==> src/rtl/rr_req_arbiter16_if.sv <==
// Bus between the round-robin arbiter and its requesters/consumer.
// Optional macro ARB_INDEX_EN adds the grant_idx signal.
//
// Handshake: the arbiter raises one bit of grant (grant_valid=1) and holds
// it until the consumer asserts ack for one cycle, or until the timeout
// revokes it. ack is only sampled while a grant is held. A released grant
// is always followed by at least one all-zero cycle.
interface rr_req_arbiter16_if;
  logic        enable;
  logic [15:0] req;
  logic        ack;
  logic [15:0] grant;
  logic        grant_valid;
  logic        busy;
  logic        timeout;
`ifdef ARB_INDEX_EN
  logic [3:0]  grant_idx;

  modport master (
    output enable, req, ack,
    input  grant, grant_valid, busy, timeout, grant_idx
  );

  modport slave (
    input  enable, req, ack,
    output grant, grant_valid, busy, timeout, grant_idx
  );
`else
  modport master (
    output enable, req, ack,
    input  grant, grant_valid, busy, timeout
  );

  modport slave (
    input  enable, req, ack,
    output grant, grant_valid, busy, timeout
  );
`endif
endinterface

==> src/rtl/rr_req_arbiter16.sv <==
// Round-robin arbiter feeding a 16-to-4 priority encoder with a one-hot grant.
// Optional macro ARB_INDEX_EN adds a registered grant_idx output.
// dbg_state exposes the FSM state (0 = IDLE, 1 = GRANT).
module rr_req_arbiter16 #(
  parameter int N       = 16,
  parameter int TIMEOUT = 255,
  parameter int TO_W    = 8
) (
  input  logic              clk,
  input  logic              rst_n,
  rr_req_arbiter16_if.slave bus,
  output logic              dbg_state
);

  typedef enum logic {
    IDLE  = 1'b0,
    GRANT = 1'b1
  } state_t;

  // Counter value on which an unacknowledged grant is revoked.
  localparam logic [TO_W-1:0] TO_LAST = (TIMEOUT == 0) ? '0 : TO_W'(TIMEOUT - 1);
  localparam logic [N-1:0]    ONE     = {{(N-1){1'b0}}, 1'b1};

  state_t          state, state_n;
  logic [N-1:0]    grant_q, grant_n;
  logic [3:0]      ptr, ptr_n;
  logic [TO_W-1:0] cnt, cnt_n;
  logic            timeout_q, timeout_n;

  logic            sel_found;
  logic [3:0]      sel_idx;
  logic [3:0]      cur_idx;
  logic            start;

  // Pick the first requester at or above ptr, wrapping 15 -> 0. The loop
  // runs from the farthest distance down so the closest requester wins.
  always_comb begin : pick
    logic [3:0] cand;
    cand      = '0;
    sel_found = 1'b0;
    sel_idx   = ptr;
    for (int d = N - 1; d >= 0; d--) begin
      cand = ptr + 4'(d);
      if (bus.req[cand]) begin
        sel_found = 1'b1;
        sel_idx   = cand;
      end
    end
  end

  // Binary index of the currently held grant, used to advance ptr on release.
  always_comb begin : encode
    cur_idx = '0;
    for (int i = 0; i < N; i++) begin
      if (grant_q[i]) cur_idx = 4'(i);
    end
  end

  assign start = (state == IDLE) && bus.enable && sel_found;

  // Next-state logic: issue in IDLE, release on ack or timeout in GRANT.
  always_comb begin : next_state
    state_n   = state;
    grant_n   = grant_q;
    ptr_n     = ptr;
    cnt_n     = cnt;
    timeout_n = 1'b0;
    case (state)
      IDLE: begin
        if (start) begin
          grant_n = ONE << sel_idx;
          cnt_n   = '0;
          state_n = GRANT;
        end
      end
      GRANT: begin
        if (bus.ack) begin
          // ack wins over a coincident timeout, so no pulse here.
          grant_n = '0;
          ptr_n   = cur_idx + 4'd1;
          state_n = IDLE;
        end else if (TIMEOUT != 0 && cnt == TO_LAST) begin
          grant_n   = '0;
          ptr_n     = cur_idx + 4'd1;
          timeout_n = 1'b1;
          state_n   = IDLE;
        end else if (TIMEOUT != 0) begin
          cnt_n = cnt + 1'b1;
        end else begin
          cnt_n = '0;
        end
      end
      default: begin
        state_n = IDLE;
        grant_n = '0;
      end
    endcase
  end

  // State register; reset drops any grant immediately and rewinds ptr.
  always_ff @(posedge clk or negedge rst_n) begin
    if (!rst_n) begin
      state     <= IDLE;
      grant_q   <= '0;
      ptr       <= '0;
      cnt       <= '0;
      timeout_q <= 1'b0;
    end else begin
      state     <= state_n;
      grant_q   <= grant_n;
      ptr       <= ptr_n;
      cnt       <= cnt_n;
      timeout_q <= timeout_n;
    end
  end

`ifdef ARB_INDEX_EN
  logic [3:0] idx_q;

  // Index of the last issued grant; held while no grant is active.
  always_ff @(posedge clk or negedge rst_n) begin
    if (!rst_n) begin
      idx_q <= '0;
    end else if (start) begin
      idx_q <= sel_idx;
    end
  end

  assign bus.grant_idx = idx_q;
`endif

  assign bus.grant       = grant_q;
  assign bus.grant_valid = |grant_q;
  assign bus.busy        = (state == GRANT);
  assign bus.timeout     = timeout_q;
  assign dbg_state       = state;

  // The encoder downstream must never see more than one set bit.
  a_onehot : assert property (@(posedge clk) disable iff (!rst_n) $onehot0(grant_q));
  // A grant is present exactly while the FSM sits in GRANT.
  a_busy_grant : assert property (@(posedge clk) disable iff (!rst_n)
    (state == GRANT) == (grant_q != '0));

endmodule
==> src/flat_wrapper.sv <==
// flat-port wrapper written by rule: the top's interface ports become plain ports
module rr_req_arbiter16_flat 
#(
  parameter int N       = 16,
  parameter int TIMEOUT = 255,
  parameter int TO_W    = 8
)
  (clk, rst_n, dbg_state, bus_enable, bus_req, bus_ack, bus_grant, bus_grant_valid, bus_busy, bus_timeout);
  rr_req_arbiter16_if bus_i ();
  input  logic clk;
  input  logic rst_n;
  output logic dbg_state;
  input wire logic [$bits(bus_i.enable)-1:0] bus_enable;
  input wire logic [$bits(bus_i.req)-1:0] bus_req;
  input wire logic [$bits(bus_i.ack)-1:0] bus_ack;
  output wire logic [$bits(bus_i.grant)-1:0] bus_grant;
  output wire logic [$bits(bus_i.grant_valid)-1:0] bus_grant_valid;
  output wire logic [$bits(bus_i.busy)-1:0] bus_busy;
  output wire logic [$bits(bus_i.timeout)-1:0] bus_timeout;
  assign bus_i.enable = bus_enable;
  assign bus_i.req = bus_req;
  assign bus_i.ack = bus_ack;
  assign bus_grant = bus_i.grant;
  assign bus_grant_valid = bus_i.grant_valid;
  assign bus_busy = bus_i.busy;
  assign bus_timeout = bus_i.timeout;
  rr_req_arbiter16 #(.N(N), .TIMEOUT(TIMEOUT), .TO_W(TO_W)) u_core (.clk(clk), .rst_n(rst_n), .bus(bus_i), .dbg_state(dbg_state));
endmodule
==> config.mk <==
export PLATFORM = sky130hd
export DESIGN_NAME = rr_req_arbiter16_flat
export DESIGN_NICKNAME = d
export VERILOG_FILES = /design/src/rtl/rr_req_arbiter16_if.sv /design/src/rtl/rr_req_arbiter16.sv /design/src/flat_wrapper.sv
export SDC_FILE = /design/constraint.sdc
export NUM_CORES = 1
export LEC_CHECK = 0
export BUFFER_PORTS_ARGS = -buffer_cell sky130_fd_sc_hd__buf_2
export CORE_UTILIZATION = 66
export CTS_CLUSTER_DIAMETER = 200
export CTS_CLUSTER_SIZE = 28
export DETAILED_ROUTE_END_ITERATION = 10
export PLACE_DENSITY = 0.88
export SYNTH_ARGS = -nofsm -noshare
export SYNTH_HDL_FRONTEND = slang
export SYNTH_SLANG_ARGS = --single-unit
export TNS_END_PERCENT = 5
==> constraint.sdc <==
create_clock -name clk -period 8.9 [get_ports clk]
set_input_delay 0.445 -clock clk [delete_from_list [all_inputs] [get_ports clk]]
set_output_delay 0.445 -clock clk [all_outputs]
set_load 0.01 [all_outputs]
---- Yosys cells after proc, flatten, opt, wreduce, memory -nomap -nowiden ----
Cells that the tools add are included.
operators by class
  add/sub/neg operators ................... 17
  $mul .................................... 0
  div/mod/pow operators ................... 0
  magnitude comparators ................... 16
  eq/ne operators ......................... 5
  shift-type cells ........................ 1
  multiplexer cells ....................... 96
  bitwise operators ....................... 1
  reduce and logical (&&, ||, !) cells .... 7
operators by type and width
  operator                                                     count
  two-way mux 4 bit                                            26
  less-than comparator 4 x 5 -> 1 bit (second input constant)  16
  binary-select mux 1 bit (select 4 bit)                       16
  two-way mux 16 bit                                           3
  two-way mux 1 bit                                            39
  adder 4 bit (second input constant)                          8
  one-hot mux 16 bit (2 select lines)                          1
  two-way mux 8 bit                                            3
  adder 4 x 3 -> 4 bit (second input constant)                 4
  one-hot mux 8 bit (2 select lines)                           1
  OR reduction 16 bit                                          1
  left shift 1 x 4 -> 16 bit (first input constant)            1
  two-way mux 3 bit                                            4
  adder 4 x 1 -> 4 bit (second input constant)                 2
  adder 4 x 2 -> 4 bit (second input constant)                 2
  adder 8 x 1 -> 8 bit (second input constant)                 1
  equality test 8 bit (second input constant)                  1
  two-way mux 2 bit                                            2
  != test 2 bit (second input constant)                        2
  AND reduction 2 bit                                          2
  != test 3 bit (second input constant)                        1
  AND reduction 3 bit                                          1
  logical AND 1 bit                                            2
  != test 2 x 1 -> 1 bit (second input constant)               1
  3 further kinds                                              3
storage, ports and cells
  register bits after elaboration ......... 30
  bits in latches ......................... 0
  bits in writable memories ............... 0
  memory bits (read-only) ................. 0
  input port bits ......................... 20
  output and inout bits ................... 20
  word-level logic and storage cells ...... 148
  memories kept ........................... 0

---- Longest topological paths before layout ----
Gate-level depths: netlist (run 1).
  depth in word-level cells ............... 22
  mapped depth ............................ 20

---- Worst setup path before layout (run 1) ----
No wires, ideal clock.
  path kind ............................... register to register
  from .................................... register u_core.ptr[2]
  to ...................................... register u_core.grant_q[0] (netlist: u_core.bus.grant[0])
  library setup time ...................... 122 ps
  arrival ................................. 4,301 ps
  path slack .............................. 4,477 ps
  cell stages (with the launch flop) ...... 18
  buffers on the path ..................... 5
  period minus slack after synthesis ...... 4,423 ps
  path through ............................ dfrtp_1 > buf_2 > clkbuf_1 > inv_1 > buf_1 > ha_1 > clkbuf_2 > buf_1 > mux4_2 > mux2i_1 > a21oi_1 > a2111o_1 > o21ai_1 > o211ai_1 > o31a_1 > and2_4 > and2_4 > a32o_1
between the ends
  longest elaborated chain between the ends .. 22
ends and longest elaborated chain
  element                                                                            RTL line                                        RTL
  from (decl)                                                                        rr_req_arbiter16.sv:26                          logic [3:0] ptr, ptr_n;
  from (signal assigned)                                                             rr_req_arbiter16.sv:111                         ptr <= ptr_n;
  adder 4 bit                                                                        rr_req_arbiter16.sv:43                          cand = ptr + 4'(d);
  binary-select mux 1 bit (select 4 bit)                                             rr_req_arbiter16.sv:44                          if (bus.req[cand]) begin
  two-way mux 1 bit (not written as such)                                            rr_req_arbiter16.sv:44
  two-way mux 4 bit / two-way mux 1 bit (equally long branches) (16 in a row)        rr_req_arbiter16.sv:44
  left shift 1 x 4 -> 16 bit / logical AND 1 bit (equally long branches)             rr_req_arbiter16.sv:71, rr_req_arbiter16.sv:59
  two-way mux 16 bit / != test 2 x 1 -> 1 bit (equally long branches)                --
  one-hot mux 16 bit (2 select lines) / AND reduction 2 bit (equally long branches)  --
  to (signal assigned)                                                               rr_req_arbiter16.sv:110                         grant_q <= grant_n;
  to (decl)                                                                          rr_req_arbiter16.sv:25                          logic [N-1:0] grant_q, grant_n;
Parallel ways exist; a longest one is shown, timed or not. The select of a mux whose other input is x is not followed.
A chain may end at the register's enable or synchronous reset.

---- Worst setup path after layout (run 1) ----
  from .................................... register u_core.ptr[1]
  to ...................................... register u_core.grant_q[5] (netlist: u_core.bus.grant[5])
Same word-level chain as after synthesis.

==> metrics, run 1 <==
Cell Rows=28; reg2reg end=u_core.bus.grant[5]; Die X=80.0 microns; simple-gate portion of the synthesized area=0.167; Syn Area/Cell=8.90 sq um; Starting DRT DRC Count=575; worst-case clock buffer depth=2; GPL Wtd Cong=1.01; Most Crowded Layer GR=met2; GR Util met2=0.650; Crit. Startpoint=u_core.ptr[1]; register area share after synthesis=0.187; Worst Hold Class=primary input to async pin; hold_buf cts=0; Mapped Nets=481; top cell type by total area after synthesis=dfrtp_1; max-slew violation count=0; DRC viols=0; number of global-route vias before repair=3849; Post-synth EDFFs=0; fmax=0.168 GHz; post-route cell area=4270 sq um; Post-Syn Area=4010 sq um; initial antenna violation count=0; setup violators final=0; Setup crit start kind=flip-flop; post-synth cell types=72; H-tree levels=2; largest net degree at the start of global routing=42; Area Growth Syn to Fin=6.42%; met3 Use GR=0.0891; Max-cap violations=0; Worst Skew=0.00778 ns; root buf cell=clkbuf_8; Reg clk slew, reported paths=0.07 ns; Post-Synth XOR/XNOR Area=0.0502; Setup Crit Path Kind=flip-flop to flip-flop; Worst slew margin=0.140; largest family of logic cells by synthesized area=multiplexers; Crit Path Max Fanout=25; post-synthesis compound-gate area fraction=0.208; Routed wire per std cell=21.8 microns; Worst R2R Start=u_core.ptr[1]; DRT Pass-1 Iters=5; port bufs=39; Ports=40; warnings from Yosys=0; r2r worst-path depth=11; ratio of cells with drive above 1 in the final layout=0.221; GRT Total Usage=0.402; critical path required time=9.13 ns; Critical Path AT=6.18 ns; FILL cells=436; clk sinks=30; status=complete, no violations; Mapped Cells=451; Final Routed Wirelength=12000 microns; Crit. End Element=flip-flop; ANT cells=0; Die Y=80.0 microns; number of vias per cell=7.27; setup bufs post-CTS=0; Starting Density=0.682; first-pass GRT wire length=19600 microns; setup slack on the worst flop-to-flop path=2.94 ns; GRT met1 Usage=0.504; Async SR Flop Fraction=1.00; remaining antenna violation count after routing=0; most frequent cell after synthesis=nor2_1; Die ar.=6400 sq um; clock latency on the worst-skew pair=0.29 ns; via count=4000; Fin. Hold Viols=0; crit path time final=5.96 ns; clock tree from TritonCTS=done; top cells by count, synth=51 x nor2_1, 44 x mux2i_1, 34 x nand2_1; actual slew at the worst max-slew pin=1.29 ns; DP Area=4180 sq um; HPWL after DPL=8840 microns; cts bufs inserted=5; Synth Register Bits=30; core footprint=5890 sq um; Post-Synth Adder-Cell Area=0.0312; Setup TNS=0 ns; RSZ-0062 raised after global routing=no; Layout Nets=504; main flop type after synthesis=dfrtp_1; crit share post-route=0.670; largest cells by area after synthesis=dfrtp_1 19%, mux4_2 13%, mux2i_1 11%, nor2_1 4.8%, mux2_2 4.8%; post-synthesis mux area share=0.300; Critical Path Sink=u_core.bus.grant[5]; total grt overflow=0; # resized after CTS=0; post-synth top area share=0.187
==> how the worst min path moves through the flow <==
stage | from | end | cells after the start
5_1_grt | rst_n | u_core.bus.grant[4] | 1
3_5_place_dp | rst_n | u_core.bus.grant[2] | 1
4_1_cts | rst_n | u_core.bus.grant[8] | 1
2_1_floorplan | rst_n | u_core.bus.busy | 0
6_report | rst_n | u_core.bus.grant[9] | 1
3_3_place_gp | rst_n | u_core.bus.grant[4] | 1
==> final cells by class <==
class	count	area (sq um)	area share
multi-input combinational	376	3040	0.711
clock buffer	6	82.6	0.0193
sequential	30	752	0.176
timing repair buffer	43	225	0.0527
inverter	18	67.6	0.0158
tap	75	93.8	0.0220
clock inverter	2	12.5	0.00293
==> metrics by stage <==
| step | setup slack [ns] | instances | utilization | hold WS (ns) |
|---|---|---|---|---|
| floorplan | 4.48 | 451 | - | 0.149 |
| global placement | 3.32 | 542 | 0.710 | 0.498 |
| detailed placement | 3.12 | 542 | 0.710 | 0.511 |
| CTS | 3.08 | 550 | 0.726 | 0.198 |
| global route | 2.58 | 550 | 0.726 | 0.237 |
| finish | 2.94 | 550 | 0.726 | 0.182 |
==> worst max-delay path, cell delays in order (launching register included) <==
cell      delay (ns)
dfrtp_1         0.89
inv_1           0.52
ha_1            1.13
mux2i_1         0.47
mux2i_1         0.12
mux2_2          0.34
a21boi_1        0.61
o21bai_1        0.12
a31oi_1         0.24
o21ai_0         0.11
a21oi_1         1.00
a32o_1          0.31
==> flip-flops by register name, indices dropped and copies added, names as in the netlist <==
register            count
u_core.ptr              4
u_core.bus.busy         1
u_core.cnt              8
u_core.bus.timeout      1
u_core.bus.grant       16
==> metal layers <==
layer,up-vias,part of all wire
met5,-,0
met4,0,0.050
met3,63,0.11
met2,273,0.47
met1,1904,0.37
li1,1760,-
==> placed cells by master (no fill, tap or decap), drive strengths merged, types with 15 or more instances in the layout <==
master	n
mux2	19
buf	43
xnor2	15
a21oi	23
inv	18
nand2	34
dfrtp	30
nor2	52
mux2i	44
o21ai	20
mux4	24
==> logic make-up after synthesis <==
family / count (synthesis)
simple gates: 139
compound gates: 117
fa+ha+maj: 10
mux: 87
buf+inv: 45
xor+xnor: 23
flops: 30
Power of run 1 is not shown: default switching activity piles up to over one toggle a cycle in this logic, so the estimate is an artifact.
==> run 2: changes to the inputs <==
ABC_AREA = 1   (was unset)
CORE_UTILIZATION = 54   (was 66)
PLACE_DENSITY = 0.78   (was 0.88)
clock period = 4.9 ns   (was 8.9 ns; I/O delays follow)
==> run 2 against run 1 <==
Effect of this change:
- the run now ends with hold timing left
- count of clock-buffer cells in the layout increased by 1
- synthesized cell count increased by 19%
- fmax increased by 45%
- critical path type unchanged
- highest routed layer unchanged
==> metrics, run 2 <==
status=complete, but fails checks; violated checks=hold timing; ANT cells=0; CP max stage cell=dfrtp_1; DRT Pass-1 Iters=5; most frequent cells in the layout=213 x nand2_1, 74 x nand3_1, 44 x inv_1, 39 x buf_2, 37 x a21oi_1; most frequent cell after synthesis=nand2_1; DRC viols=0; ratio of cells with drive above 1 in the final layout=0.166; crit share post-route=0.837; Worst Skew=0.00904 ns; largest cells by area after synthesis=nand2_1 25%, dfrtp_1 23%, nand3_1 11%, a21oi_1 5.7%, inv_1 5.1%; Setup crit start kind=flip-flop; post-synth cell types=39; post-synthesis compound-gate area fraction=0.121; clk sinks=30; FILL cells=552; first-pass GRT wire length=15600 microns; DR top layer=met4; # resized after CTS=0; Crit. End Element=flip-flop; Post-synth EDFFs=0; largest family of logic cells by synthesized area=simple AND/OR/NAND/NOR gates; max-slew violation count=0; via count=3662; GPL Wtd Cong=0.986; remaining antenna violation count after routing=0; Layout Nets=603; cts bufs inserted=5; Fin. Hold Viols=16; simple-gate portion of the synthesized area=0.485; Mapped Cells=536; Starting Density=0.572; Die Y=79.3 microns; port bufs=39; Worst Hold Class=primary input to async pin; HPWL after DPL=7350 microns; GRT Total Usage=0.325; clock tree from TritonCTS=done; Post-Syn Area=3230 sq um; critical path's top delay family=simple AND/OR/NAND/NOR gates; CP Cell Sequence=inv_1 > ha_1 > inv_1 > nand3_1 > nand2_1 > nand2_1 > o21ai_1 > o21ai_1 > nor2_1 > nand4_1 > nand3_4 > nand2_4 > nand4_2 > nor2_1 > nand2_1 > nor3_1 > nor3b_2; Die ar.=6290 sq um; routed length on met2=4550 microns; Final Routed Wirelength=9480 microns; number of vias per cell=5.67; critical path required time=5.06 ns; crit path time final=4.10 ns; worst-case clock buffer depth=2; top cells by count, synth=213 x nand2_1, 74 x nand3_1, 44 x inv_1; DRT met1 WL=3930 microns; Ports=40; Crit path largest cell delay=0.68 ns; post-synthesis mux area share=0; Area Growth Syn to Fin=10.5%; max reg flops=16; post-synth top area share=0.248; main flop type after synthesis=dfrtp_1; Routed wire per std cell=14.7 microns; Mapped Nets=566; Post-Synth Adder-Cell Area=0.0388; warnings from Yosys=0; CP dominant cell by count=nand2_1; Max-cap violations=0; Post-Synth XOR/XNOR Area=0.0341; setup bufs post-CTS=0; Synth Register Bits=30; Starting DRT DRC Count=370; Critical Path AT=4.27 ns; Syn Area/Cell=6.02 sq um; largest net degree at the start of global routing=31; RSZ-0062 raised after global routing=no; setup violators final=0; core footprint=5640 sq um; Reg clk slew, reported paths=0.07 ns; Hold Slack=-0.00981 ns; top cell type by total area after synthesis=nand2_1; H-tree levels=2; root buf cell=clkbuf_8; Worst slew margin=0.524; total grt overflow=0; fmax=0.244 GHz; Crit Path Max Fanout=16; actual slew at the worst max-slew pin=0.709 ns; Die X=79.3 microns; Setup TNS=0 ns; hold_buf cts=0; Routed met3 length=545 microns; Async SR Flop Fraction=1.00; worst path bufs/invs=2; clock latency on the worst-skew pair=0.29 ns; most common cell after layout, fill and taps aside=nand2_1; initial antenna violation count=0; Setup Crit Path Kind=flip-flop to flip-flop; Cell Rows=27; register area share after synthesis=0.233; number of global-route vias before repair=3329
[run 2: final cells by class]
type,count,area (sq um),share of cell area
multi-input combinational,438,2190,0.614
clock inverter,1,30.0,0.00842
tap,72,90.1,0.0253
inverter,56,210,0.0590
clock buffer,7,76.3,0.0214
timing repair buffer,42,218,0.0611
sequential,30,751,0.211
[run 2: cells by family (layout without fill, tap and decap cells)]
kind of cell,after synthesis,count (layout)
adder cells (fa/ha/maj),10,10
buffers and inverters,68,106
AND/OR/NAND/NOR,350,350
XOR/XNOR,7,7
AO/OA/AOI/OAI,71,71
flip-flops,30,30
[run 2: per-layer routing]
metal | vias up | global-route usage
met5 | - | 0
met4 | 0 | 0.185
met3 | 35 | 0.0552
met2 | 161 | 0.583
met1 | 1654 | 0.359
li1 | 1812 | -
[run 2: metrics by stage]
step | setup WS (ns) | hold slack, ns | instances | util | area [sq um]
after floorplan | 1.94 | -0.0506 | 536 | - | 3230
after global placement | 1.02 | 0.307 | 638 | 0.613 | 3460
after detailed placement | 0.981 | 0.314 | 638 | 0.613 | 3460
after CTS | 0.956 | 0.00458 | 646 | 0.632 | 3560
after global routing | 0.499 | 0.0472 | 646 | 0.632 | 3560
final | 0.799 | -0.00981 | 646 | 0.632 | 3560
[run 2: path summary, 6_finish.rpt]
kind,startpoint,end,slack (ns),depth (start not counted)
setup / recovery,u_core.ptr[1],u_core.cnt[7],0.80,17
hold / removal,rst_n,u_core.bus.grant[7],-0.01,1
setup reg to reg,u_core.ptr[1],u_core.cnt[7],0.80,17
hold reg to reg,u_core.bus.grant[0],u_core.bus.grant[0],0.52,2
max in group asynchronous,rst_n,u_core.cnt[1],4.47,1
min in group clk,bus_ack,u_core.bus.timeout,0.13,2
[run 2: worst reg2reg max path, cell delays in order (launching register included)]
cell     delay, ns
dfrtp_1       0.68
inv_1         0.14
ha_1          0.66
inv_1         0.36
nand3_1       0.21
nand2_1       0.07
nand2_1       0.05
o21ai_1       0.15
o21ai_1       0.47
nor2_1        0.09
nand4_1       0.17
nand3_4       0.16
nand2_4       0.14
nand4_2       0.10
nor2_1        0.15
nand2_1       0.10
nor3_1        0.20
nor3b_2       0.07
Power of run 2 is left out for the same reason.
==> run 3: changes to the inputs <==
CORE_UTILIZATION = 60   (was 54)
PLACE_DENSITY = 0.82   (was 0.78)
clock period = 4.03 ns   (was 4.9 ns; I/O delays follow)
==> run 3 against run 2 <==
Effect of this change:
- the run now ends clean
- worst setup slack worse by 0.45 ns
- sequential share of layout area down 0.15 points
- clock skew up 0.00097 ns
- fmax up 11%
- core utilization up 6.7 points
- critical path type unchanged
- critical endpoint is now u_core.bus.grant[2]
- via count up 2.8%
- non-clock buffer count up 3
- routed wire length up 0.76%
- cell area up 0.74%
- die area down 9.8%
- hold slack better by 0.093 ns
- largest cell class unchanged
- global-route usage up 3.1 points
==> metrics, run 3 (synthesis gave the netlist of run 2 again) <==
setup bufs post-CTS=0; crit path time final=3.68 ns; cts bufs inserted=5; port bufs=39; DRC viols=0; # resized after CTS=0; Die X=75.3 microns; Crit path largest cell delay=0.61 ns; worst-case clock buffer depth=2; Starting Density=0.628; largest net degree at the start of global routing=31; Max-cap violations=0; total grt overflow=0; Fin. Hold Viols=0; Setup Crit Path Kind=flip-flop to flip-flop; GPL Wtd Cong=1.07; clk sinks=30; number of global-route vias before repair=3428; CP max stage cell=dfrtp_1; r2r worst-path depth=16; crit share post-route=0.914; core footprint=5140 sq um; RSZ-0062 raised after global routing=no; Worst Hold Class=primary input to flip-flop; CP Cell Sequence=inv_2 > ha_1 > inv_1 > nand3_1 > nand2_1 > nand2_1 > nand2_1 > clkinv_1 > nand3_2 > nor4_1 > nand4_1 > nand3_4 > inv_2 > nor2_4 > nand2_1 > nand2_1; Crit. End Element=flip-flop; Area Growth Syn to Fin=11.3%; DP Area=3470 sq um; remaining antenna violation count after routing=0; setup violators final=0; HPWL after DPL=7310 microns; root buf cell=clkbuf_8; Die Y=75.3 microns; Starting DRT DRC Count=341; Worst Skew=0.0100 ns; max-slew violation count=0; H-tree levels=2; Setup crit start kind=flip-flop; GRT Total Usage=0.356; Finished Layout Cells=647; clock latency on the worst-skew pair=0.28 ns; most frequent cells in the layout=213 x nand2_1, 74 x nand3_1, 44 x inv_1, 39 x buf_2, 37 x a21oi_1; clock tree from TritonCTS=done; dpl cells=638; ANT cells=0; DRT Pass-1 Iters=5; FILL cells=483; Layout Nets=606; post-route cell area=3590 sq um; Setup TNS=0 ns; Reg clk slew, reported paths=0.06 ns; CP dominant cell by count=nand2_1; critical path required time=4.24 ns; Final Routed Wirelength=9550 microns; hold_buf cts=1; Cell Rows=26; worst hold path cell count=2; ratio of cells with drive above 1 in the final layout=0.172; Die ar.=5680 sq um; via count=3763; initial antenna violation count=0; most common cell after layout, fill and taps aside=nand2_1; Critical Path AT=3.89 ns; number of vias per cell=5.82; Routed wire per std cell=14.8 microns; first-pass GRT wire length=15300 microns; actual slew at the worst max-slew pin=0.689 ns; fmax=0.271 GHz; max reg flops=16; status=complete, no violations; Crit Path Max Fanout=16; Util after Layout=0.699; Ports=40; Worst slew margin=0.541
run 3: changes by cell type in the layout (fill, tap and decap cells not counted), sizes merged:
cell         change
buf              +2
dlygate4sd3      +1
bufinv           -1
clkbuf           +1
run 3: worst max-delay path, delay by kind of cell (launching register included):
kind | cells | cell delay (ns)
AND/OR/NAND/NOR | 11 | 1.76
flip-flops | 1 | 0.61
buffers and inverters | 4 | 0.66
adder cells (fa/ha/maj) | 1 | 0.57
run 3: cell type report:
type                            instances  area [sq um]  share of cell area
Clock buffer                            8           110              0.0307
Tap cell                               70          87.6              0.0244
Multi-Input combinational cell        438          2190               0.610
Timing Repair Buffer                   45           243              0.0676
Sequential cell                        30           751               0.209
Inverter                               56           210              0.0585
run 3: worst paths after layout:
kind	startpoint	endpoint	slack [ns]
min	bus_ack	u_core.bus.timeout	0.08
max in group asynchronous	rst_n	u_core.cnt[6]	3.08
max reg2reg	u_core.ptr[2]	u_core.bus.grant[2]	0.35
min in group asynchronous	rst_n	u_core.bus.grant[10]	0.49
max	u_core.ptr[2]	u_core.bus.grant[2]	0.35
min reg2reg	u_core.bus.grant[0]	u_core.bus.grant[0]	0.52
run 3: metal layers:
metal | global-route usage | up-vias | wire [microns]
met5 | 0 | - | 0
met3 | 0.0542 | 52 | 662
met1 | 0.405 | 1700 | 3730
li1 | - | 1820 | -
met2 | 0.634 | 191 | 4640
met4 | 0.210 | 0 | 524
run 3: through the flow:
stage	worst slack (ns)	hold WS, ns
finish	0.346	0.0833
global route	0.0721	0.0914
floorplan	1.07	-0.0941
detailed placement	0.475	0.268
CTS	0.450	0.0816
global placement	0.538	0.256
Power of run 3 is left out for the same reason.
